File: src/rtl/pll_reconfig_pkg.sv
// Shared definitions for the PLL reconfiguration sequencer: management-slave
// register map, field positions, opcodes, FSM state type and the helpers that
// format the phase-step and C-counter register words.
package pll_reconfig_pkg;

  // Management-slave register addresses
  localparam logic [5:0] MODE   = 6'h00;
  localparam logic [5:0] STATUS = 6'h01;
  localparam logic [5:0] START  = 6'h02;
  localparam logic [5:0] C_CNT  = 6'h05;
  localparam logic [5:0] PHASE  = 6'h06;

  // Field bit positions
  localparam int unsigned STATUS_DONE_BIT = 0;
  localparam int unsigned PHASE_SEL_LSB   = 16;
  localparam int unsigned PHASE_UP_BIT    = 21;
  localparam int unsigned CCNT_SEL_LSB    = 18;

  // Command opcodes
  localparam logic OP_PHASE = 1'b0;
  localparam logic OP_CCNT  = 1'b1;

  typedef enum logic [2:0] {
    StInitMode,
    StIdle,
    StWrData,
    StWrStart,
    StPoll,
    StWaitLock,
    StFinish
  } state_e;

  // {10'b0, up, sel[4:0], steps[15:0]}
  function automatic logic [31:0] phase_word(input logic up, input logic [4:0] sel,
                                             input logic [15:0] steps);
    logic [31:0] w;
    w                      = '0;
    w[15:0]                = steps;
    w[PHASE_SEL_LSB +: 5]  = sel;
    w[PHASE_UP_BIT]        = up;
    return w;
  endfunction

  // {9'b0, sel[4:0], 2'b0, high[7:0], low[7:0]}
  function automatic logic [31:0] c_word(input logic [4:0] sel, input logic [15:0] hi_lo);
    logic [31:0] w;
    w                     = '0;
    w[15:0]               = hi_lo;
    w[CCNT_SEL_LSB +: 5]  = sel;
    return w;
  endfunction

endpackage

File: src/rtl/avm_master_port.sv
// Single-transfer Avalon-MM master.
// A one-cycle i_req (only while no transfer is pending, or in the cycle the
// current one completes) launches a read (i_rd=1) or write. Strobe, address
// and data are registered and held while avm_waitrequest is high.
// Ports:
//   clk, reset          clock, async active-high reset
//   i_req/i_rd/i_addr/i_wdata  transfer request
//   o_ack               transfer completes this cycle
//   o_pending           a transfer is in flight
//   o_rdata             read data, valid with o_ack
//   avm_*               Avalon-MM master pins
module avm_master_port (
  input  logic        clk,
  input  logic        reset,
  input  logic        i_req,
  input  logic        i_rd,
  input  logic [5:0]  i_addr,
  input  logic [31:0] i_wdata,
  output logic        o_ack,
  output logic        o_pending,
  output logic [31:0] o_rdata,
  output logic [5:0]  avm_address,
  output logic        avm_read,
  output logic        avm_write,
  output logic [31:0] avm_writedata,
  input  logic [31:0] avm_readdata,
  input  logic        avm_waitrequest
);

  logic        r_read;
  logic        r_write;
  logic [5:0]  r_addr;
  logic [31:0] r_wdata;
  logic        w_ack;

  assign w_ack = (r_read | r_write) & ~avm_waitrequest;

  always_ff @(posedge clk or posedge reset) begin
    if (reset) begin
      r_read  <= 1'b0;
      r_write <= 1'b0;
      r_addr  <= '0;
      r_wdata <= '0;
    end else if (i_req) begin
      r_read  <= i_rd;
      r_write <= ~i_rd;
      r_addr  <= i_addr;
      r_wdata <= i_rd ? 32'h0 : i_wdata;
    end else if (w_ack) begin
      r_read  <= 1'b0;
      r_write <= 1'b0;
    end
  end

  assign o_ack         = w_ack;
  assign o_pending     = r_read | r_write;
  assign o_rdata       = avm_readdata;
  assign avm_address   = r_addr;
  assign avm_read      = r_read;
  assign avm_write     = r_write;
  assign avm_writedata = r_wdata;

endmodule

File: src/rtl/pll_phase_ctrl.sv
// PLL reconfiguration sequencer. Puts the management slave in polling mode
// after reset, then per command writes the phase or C-counter word, starts
// reconfiguration, polls status and waits for lock, with a timeout guard.
// Ports:
//   clk, reset                 clock, async active-high reset
//   cmd_valid/cmd_ready        command handshake (ready only in IDLE)
//   cmd_op/cmd_cnt_sel/cmd_up/cmd_value  command fields
//   busy/done/err              status: in progress, completion pulse, sticky timeout
//   pll_locked                 async lock indicator
//   avm_*                      Avalon-MM master to the reconfig slave
module pll_phase_ctrl
  import pll_reconfig_pkg::*;
#(
  parameter int unsigned          TIMEOUT_W   = 20,
  parameter logic [TIMEOUT_W-1:0] TIMEOUT_MAX = 20'hFFFFF
) (
  input  logic        clk,
  input  logic        reset,
  input  logic        cmd_valid,
  output logic        cmd_ready,
  input  logic        cmd_op,
  input  logic [4:0]  cmd_cnt_sel,
  input  logic        cmd_up,
  input  logic [15:0] cmd_value,
  output logic        busy,
  output logic        done,
  output logic        err,
  input  logic        pll_locked,
  output logic [5:0]  avm_address,
  output logic        avm_read,
  output logic        avm_write,
  output logic [31:0] avm_writedata,
  input  logic [31:0] avm_readdata,
  input  logic        avm_waitrequest
);

  state_e               r_state;
  logic                 r_cmd_ready;
  logic                 r_busy;
  logic                 r_done;
  logic                 r_err;
  logic [TIMEOUT_W-1:0] r_tmo_cnt;
  logic [1:0]           r_lock_sync;

  logic        w_accept;
  logic        w_tmo;
  logic        w_locked;
  logic        w_req;
  logic        w_rd;
  logic [5:0]  w_addr;
  logic [31:0] w_wdata;
  logic        w_ack;
  logic        w_pending;
  logic [31:0] w_rdata;
  logic        w_status_done;
  logic        w_unused_rdata;

  assign w_accept       = cmd_valid & r_cmd_ready;
  assign w_tmo          = (r_tmo_cnt >= TIMEOUT_MAX);
  assign w_locked       = r_lock_sync[1];
  assign w_status_done  = w_rdata[STATUS_DONE_BIT];
  assign w_unused_rdata = ^w_rdata[31:1];

  always_ff @(posedge clk or posedge reset) begin
    if (reset) r_lock_sync <= 2'b00;
    else       r_lock_sync <= {r_lock_sync[0], pll_locked};
  end

  // Transfer launches are decided combinationally so each new strobe is
  // registered on the same edge as the state change; this keeps the
  // zero-wait accept-to-done path at five cycles. The command word itself is
  // captured in the master's address/data registers at accept.
  always_comb begin
    w_req   = 1'b0;
    w_rd    = 1'b0;
    w_addr  = MODE;
    w_wdata = 32'h0;
    case (r_state)
      StInitMode: begin
        if (!w_pending) begin
          w_req   = 1'b1;
          w_addr  = MODE;
          w_wdata = 32'h1;
        end
      end
      StIdle: begin
        if (w_accept) begin
          w_req = 1'b1;
          unique case (cmd_op)
            OP_PHASE: begin
              w_addr  = PHASE;
              w_wdata = phase_word(cmd_up, cmd_cnt_sel, cmd_value);
            end
            OP_CCNT: begin
              w_addr  = C_CNT;
              w_wdata = c_word(cmd_cnt_sel, cmd_value);
            end
            default: ;
          endcase
        end
      end
      StWrData: begin
        if (w_ack) begin
          w_req   = 1'b1;
          w_addr  = START;
          w_wdata = 32'h1;
        end
      end
      StWrStart: begin
        if (w_ack) begin
          w_req  = 1'b1;
          w_rd   = 1'b1;
          w_addr = STATUS;
        end
      end
      StPoll: begin
        // Keep polling only while status is clear and the budget remains.
        if (w_ack && !w_tmo && !w_status_done) begin
          w_req  = 1'b1;
          w_rd   = 1'b1;
          w_addr = STATUS;
        end
      end
      default: ;
    endcase
  end

  always_ff @(posedge clk or posedge reset) begin
    if (reset) begin
      r_state     <= StInitMode;
      r_cmd_ready <= 1'b0;
      r_busy      <= 1'b0;
      r_done      <= 1'b0;
      r_err       <= 1'b0;
      r_tmo_cnt   <= '0;
    end else begin
      r_done <= 1'b0;
      case (r_state)
        StInitMode: begin
          if (w_ack) begin
            r_state     <= StIdle;
            r_cmd_ready <= 1'b1;
          end
        end
        StIdle: begin
          if (w_accept) begin
            r_state     <= StWrData;
            r_cmd_ready <= 1'b0;
            r_busy      <= 1'b1;
            r_err       <= 1'b0;
          end
        end
        StWrData: begin
          if (w_ack) r_state <= StWrStart;
        end
        StWrStart: begin
          if (w_ack) begin
            r_state   <= StPoll;
            r_tmo_cnt <= '0;
          end
        end
        StPoll: begin
          if (!w_tmo) r_tmo_cnt <= r_tmo_cnt + TIMEOUT_W'(1);
          // A read stalled at timeout is held; the abort happens on completion.
          if (w_ack) begin
            if (w_tmo) begin
              r_err   <= 1'b1;
              r_done  <= 1'b1;
              r_state <= StFinish;
            end else if (w_status_done) begin
              r_state <= StWaitLock;
            end
          end
        end
        StWaitLock: begin
          if (!w_tmo) r_tmo_cnt <= r_tmo_cnt + TIMEOUT_W'(1);
          if (w_tmo) begin
            r_err   <= 1'b1;
            r_done  <= 1'b1;
            r_state <= StFinish;
          end else if (w_locked) begin
            r_done  <= 1'b1;
            r_state <= StFinish;
          end
        end
        StFinish: begin
          r_state     <= StIdle;
          r_busy      <= 1'b0;
          r_cmd_ready <= 1'b1;
        end
        default: r_state <= StInitMode;
      endcase
    end
  end

  avm_master_port u_avm (
    .clk             (clk),
    .reset           (reset),
    .i_req           (w_req),
    .i_rd            (w_rd),
    .i_addr          (w_addr),
    .i_wdata         (w_wdata),
    .o_ack           (w_ack),
    .o_pending       (w_pending),
    .o_rdata         (w_rdata),
    .avm_address     (avm_address),
    .avm_read        (avm_read),
    .avm_write       (avm_write),
    .avm_writedata   (avm_writedata),
    .avm_readdata    (avm_readdata),
    .avm_waitrequest (avm_waitrequest)
  );

  assign cmd_ready = r_cmd_ready;
  assign busy      = r_busy;
  assign done      = r_done;
  assign err       = r_err;

endmodule

File: config.mk
export PLATFORM = sky130hd
export DESIGN_NAME = pll_phase_ctrl
export DESIGN_NICKNAME = d
export VERILOG_FILES = /design/src/rtl/pll_reconfig_pkg.sv /design/src/rtl/avm_master_port.sv /design/src/rtl/pll_phase_ctrl.sv
export SDC_FILE = /design/constraint.sdc
export NUM_CORES = 1
export LEC_CHECK = 0
export CORE_MARGIN = 10
export CORE_UTILIZATION = 40
export CTS_CLUSTER_DIAMETER = 200
export CTS_CLUSTER_SIZE = 28
export DETAILED_ROUTE_END_ITERATION = 10
export PLACE_DENSITY = 0.76
export SETUP_SLACK_MARGIN = 0.3
export SLEW_MARGIN = 20
export SYNTH_ARGS = -nofsm -noshare
export SYNTH_HDL_FRONTEND = slang
export SYNTH_SLANG_ARGS = --single-unit
File: constraint.sdc
create_clock -name clk -period 1.9 [get_ports clk]
set_clock_uncertainty 0.15 [all_clocks]
set_input_delay 0.475 -clock clk [delete_from_list [all_inputs] [get_ports clk]]
set_output_delay 0.475 -clock clk [all_outputs]
set_load 0.01 [all_outputs]
==> reports/qor_table.md, run 1 <==
| Quantity | This run |
|:---|:---|
| Highest achievable clock rate | 518 MHz |
| Pins Over Slew Limit | 0 |
| Area inside the core boundary | 6830 sq um |
| Crit path DAT | 2050 ps |
| Syn Inst Count | 275 |
| Drt first pass iters | 4 |
| Power density of the placed cells | 1420 nW/um^2 |
| Distinct cells, synth | 51 |
| Path type of the worst min-delay path | reg -> reg |
| Clock tree from TritonCTS | built |
| Post-synthesis average cell area | 10.3 sq um |
| Die outline height | 104 microns |
| Synth async-reset ratio | 100% |
| Number of top-level pins | 104 |
| Reg2reg end | u_avm.avm_writedata[20] |
| Share of post-route cells with drive strength above 1 | 44.6% |
| Startpoint-to-endpoint class of the critical path | reg -> reg |
| Number of flops mapped to enable cells by yosys | 0 |
| Comb pwr share | 49.7% |
| Final period demand of the worst path | 1930 ps |
| WL/cell | 16.9 microns |
| Detail Placement HPWL | 5960 microns |
| DIE WIDTH | 104 microns |
| Pint | 3.94 mW |
| Count of cell instances traversed by the critical path | 7 |
| Nets@finish | 473 |
| Cell type of the slowest stage on the worst timing path | sky130_fd_sc_hd__dfrtp_1 |
| Final WS setup | -29.5 ps |
| Number of fill cells | 531 |
| Reported leakage power | 2.10 nW |
| Worst R2R Start | r_tmo_cnt[0] |
| Clock transition at path regs | 80 ps |
| DIE AREA | 10800 sq um |
| Share of synthesized area occupied by flip-flops and latches | 50.5% |
| Number of port buffers | 60 |
| Aggregate negative setup slack | -93.0 ps |
| Worst setup path end | u_avm.avm_writedata[20] |
| Endpoints failing hold | 0 |
| Sort of element at the end of the critical path | flip-flop |
| Failing checks | setup timing |
| CP startpoint kind | flip-flop |
| Post-route clock period utilization | 102% |
| Max Cap Violations | 0 |
| Initial core utilization | 41.4% |
| Gp weighted congestion | 0.919 |
| Total clock buffers created by CTS | 9 |
| Initial antenna violation count | 0 |
| H-tree depth | 3 |
| Vias in the first global route | 2874 |
| Clock latency of the later-clocked register in the worst-skew pair | 340 ps |
| Largest net degree at the start of global routing | 58 |
| Register-to-register path setup slack | -30 ps |
| Post-synthesis cell area | 2830 sq um |
| Yosys warning total | 0 |
| Total clock sinks | 57 |
| First-pass GRT wire length | 14200 microns |
| Peak supply drop | 0.965 mV |
| Data required time at the worst endpoint | 2020 ps |
| Clk root buf | sky130_fd_sc_hd__clkbuf_8 |
| Unrepaired setup endpoints after global routing | yes |
| Number of register bits inferred by synthesis | 57 |
| Maximum fanout encountered on the critical timing path | 7 |
| Buffers and inverters on the worst path | 1 |
| Sw Pwr | 2.41 mW |
| Core Util, Final | 65.3% |
| Total routing resource utilization after global routing | 15.6% |
| Total via count in the routed design | 2728 |
| Share of total power in sequential cells | 32.3% |
| Commonest cells after routing, fill and taps aside | sky130_fd_sc_hd__buf_4 (71), sky130_fd_sc_hd__dfrtp_1 (54), sky130_fd_sc_hd__nand2_1 (26), sky130_fd_sc_hd__clkdlybuf4s50_1 (26), sky130_fd_sc_hd__buf_2 (24) |
| Total overflow reported by the global router | 0 |
| Worst path top cell family by delay | simple AND/OR/NAND/NOR gates |
| Slowest stage delay, CP | 390 ps |
| Final setup violation count | 5 |
| Most common cell after layout, fill and taps aside | sky130_fd_sc_hd__buf_4 |
| First element of the critical path | r_tmo_cnt[0] |
| Area overhead of the layout relative to synthesis | 58.0% |
| DR iter-0 viols | 144 |
| Most instantiated flip-flop cell in the synthesis netlist | sky130_fd_sc_hd__dfrtp_1 |
| Clk network pwr share | 18.0% |
| Status | finished with violations |
| Vias per cell | 5.32 |
| Antenna violation net count after detailed routing | 0 |
| Routed wire length | 8680 microns |
| Switching share of power | 37.9% |
| Logic depth of the worst register-to-register path | 7 |
| Cell-by-cell listing of the critical path | ha_4 -> nand3_4 -> or3_4 -> o211ai_4 -> and2_4 -> buf_12 -> o2bb2ai_2 |
| Final routed DRC violation total | 0 |
| Count of inserted antenna diode cells | 0 |
| Clock tree buffer depth | 2 |
| Row Count | 30 |
==> power groups by stage <==
stage / combinational [mW] / sequential, mW / clock (mW)
2_1_floorplan: 1.33 / 2.16 / 0
3_3_place_gp: 2.68 / 2.05 / 0
3_5_place_dp: 2.76 / 2.07 / 0
4_1_cts: 2.96 / 2.04 / 1.16
5_1_grt: 3.43 / 2.11 / 1.22
6_report: 3.16 / 2.05 / 1.14
==> cell families after synthesis <==
kind of cell	share of synthesized area [%]
other	0.133
AOI/OAI and AO/OA	19.8
DFF	50.5
muxes	2.13
adders and majority gates	0.443
and+or+nand+nor	18.5
buffers and inverters	6.33
xor gates and xnor gates	2.17
==> layer usage <==
metal  global-route usage, %  vias up  wire [microns]
met1                    18.3     1364            3660
met3                    6.01        7             617
met2                    25.8       83            4310
met5                       0        -               0
met4                    4.87        0              93
li1                        -     1274               -
==> Yosys cell counts, types with 6 or more instances <==
library cell                n  share of area, %
sky130_fd_sc_hd__buf_2      8               1.4
sky130_fd_sc_hd__nand4_1   11               2.4
sky130_fd_sc_hd__buf_4     13               3.5
sky130_fd_sc_hd__o21ai_0    7               1.2
sky130_fd_sc_hd__nand2_1   29               3.9
sky130_fd_sc_hd__a32o_1    16               5.7
sky130_fd_sc_hd__clkbuf_1   7              0.93
sky130_fd_sc_hd__mux2i_1    6               2.1
sky130_fd_sc_hd__dfrtp_1   57                50
sky130_fd_sc_hd__a21oi_1   14               2.5
sky130_fd_sc_hd__nand3_1   12               2.1
sky130_fd_sc_hd__nor2_1    18               2.4
==> final cells by class <==
cell class | count | area, sq um | share of cell area, %
multi-input cells | 197 | 1540 | 34.5
flip-flops and latches | 57 | 1430 | 32.0
repair buffers | 144 | 1170 | 26.1
clock buffers | 9 | 124 | 2.77
well taps | 96 | 120 | 2.69
clock inverters | 7 | 70.1 | 1.57
inverters | 3 | 15.0 | 0.336
==> through the flow <==
step	cells	cell area [sq um]	hold slack, ps	worst slack (ps)	power (mW)
3_3_place_gp	463	3910	186	-324	4.72
6_report	513	4460	230	-29.5	6.36
5_1_grt	513	4460	240	-99.6	6.76
4_1_cts	502	4370	205	12.0	6.16
2_1_floorplan	286	2990	181	3.82	3.48
3_5_place_dp	463	3910	191	-333	4.83
==> flip-flops by register name, indices dropped and copies added, names as in the netlist <==
signal / flops
r_lock_sync: 2
u_avm.avm_writedata: 23
err: 1
done: 1
r_tmo_cnt: 20
u_avm.avm_read: 1
busy: 1
u_avm.avm_write: 1
r_state: 3
cmd_ready: 1
u_avm.avm_address: 3
==> how the worst min path moves through the flow <==
stage	slack, ps	startpoint	to	cells past startpoint
floorplan	180	r_lock_sync[0]	r_lock_sync[1]	0
global placement	190	r_lock_sync[0]	r_lock_sync[1]	0
detailed placement	190	r_lock_sync[0]	r_lock_sync[1]	0
CTS	200	r_lock_sync[0]	r_lock_sync[1]	0
global route	240	r_lock_sync[0]	r_lock_sync[1]	0
finish	230	r_lock_sync[0]	r_lock_sync[1]	0
==> repair_timing <==
action	4_1_cts	5_1_grt
pin swaps	15	19
gates resized for setup	128	55
hold buffers	0	0
endpoints found under the setup margin	84	76
cloned	1	2
buffers inserted	22	9
(Power assumes the default switching activity.)
==> inputs of run 2 (changes only) <==
--- a/config.mk
+++ b/config.mk
@@ -10,6 +10,7 @@
 export CTS_CLUSTER_DIAMETER = 200
 export CTS_CLUSTER_SIZE = 28
 export DETAILED_ROUTE_END_ITERATION = 10
+export HOLD_SLACK_MARGIN = 0.03
 export PLACE_DENSITY = 0.76
 export SETUP_SLACK_MARGIN = 0.3
 export SLEW_MARGIN = 20
==> results of run 2 <==
The final DEF is identical to that of run 1; final timing and power are the same.
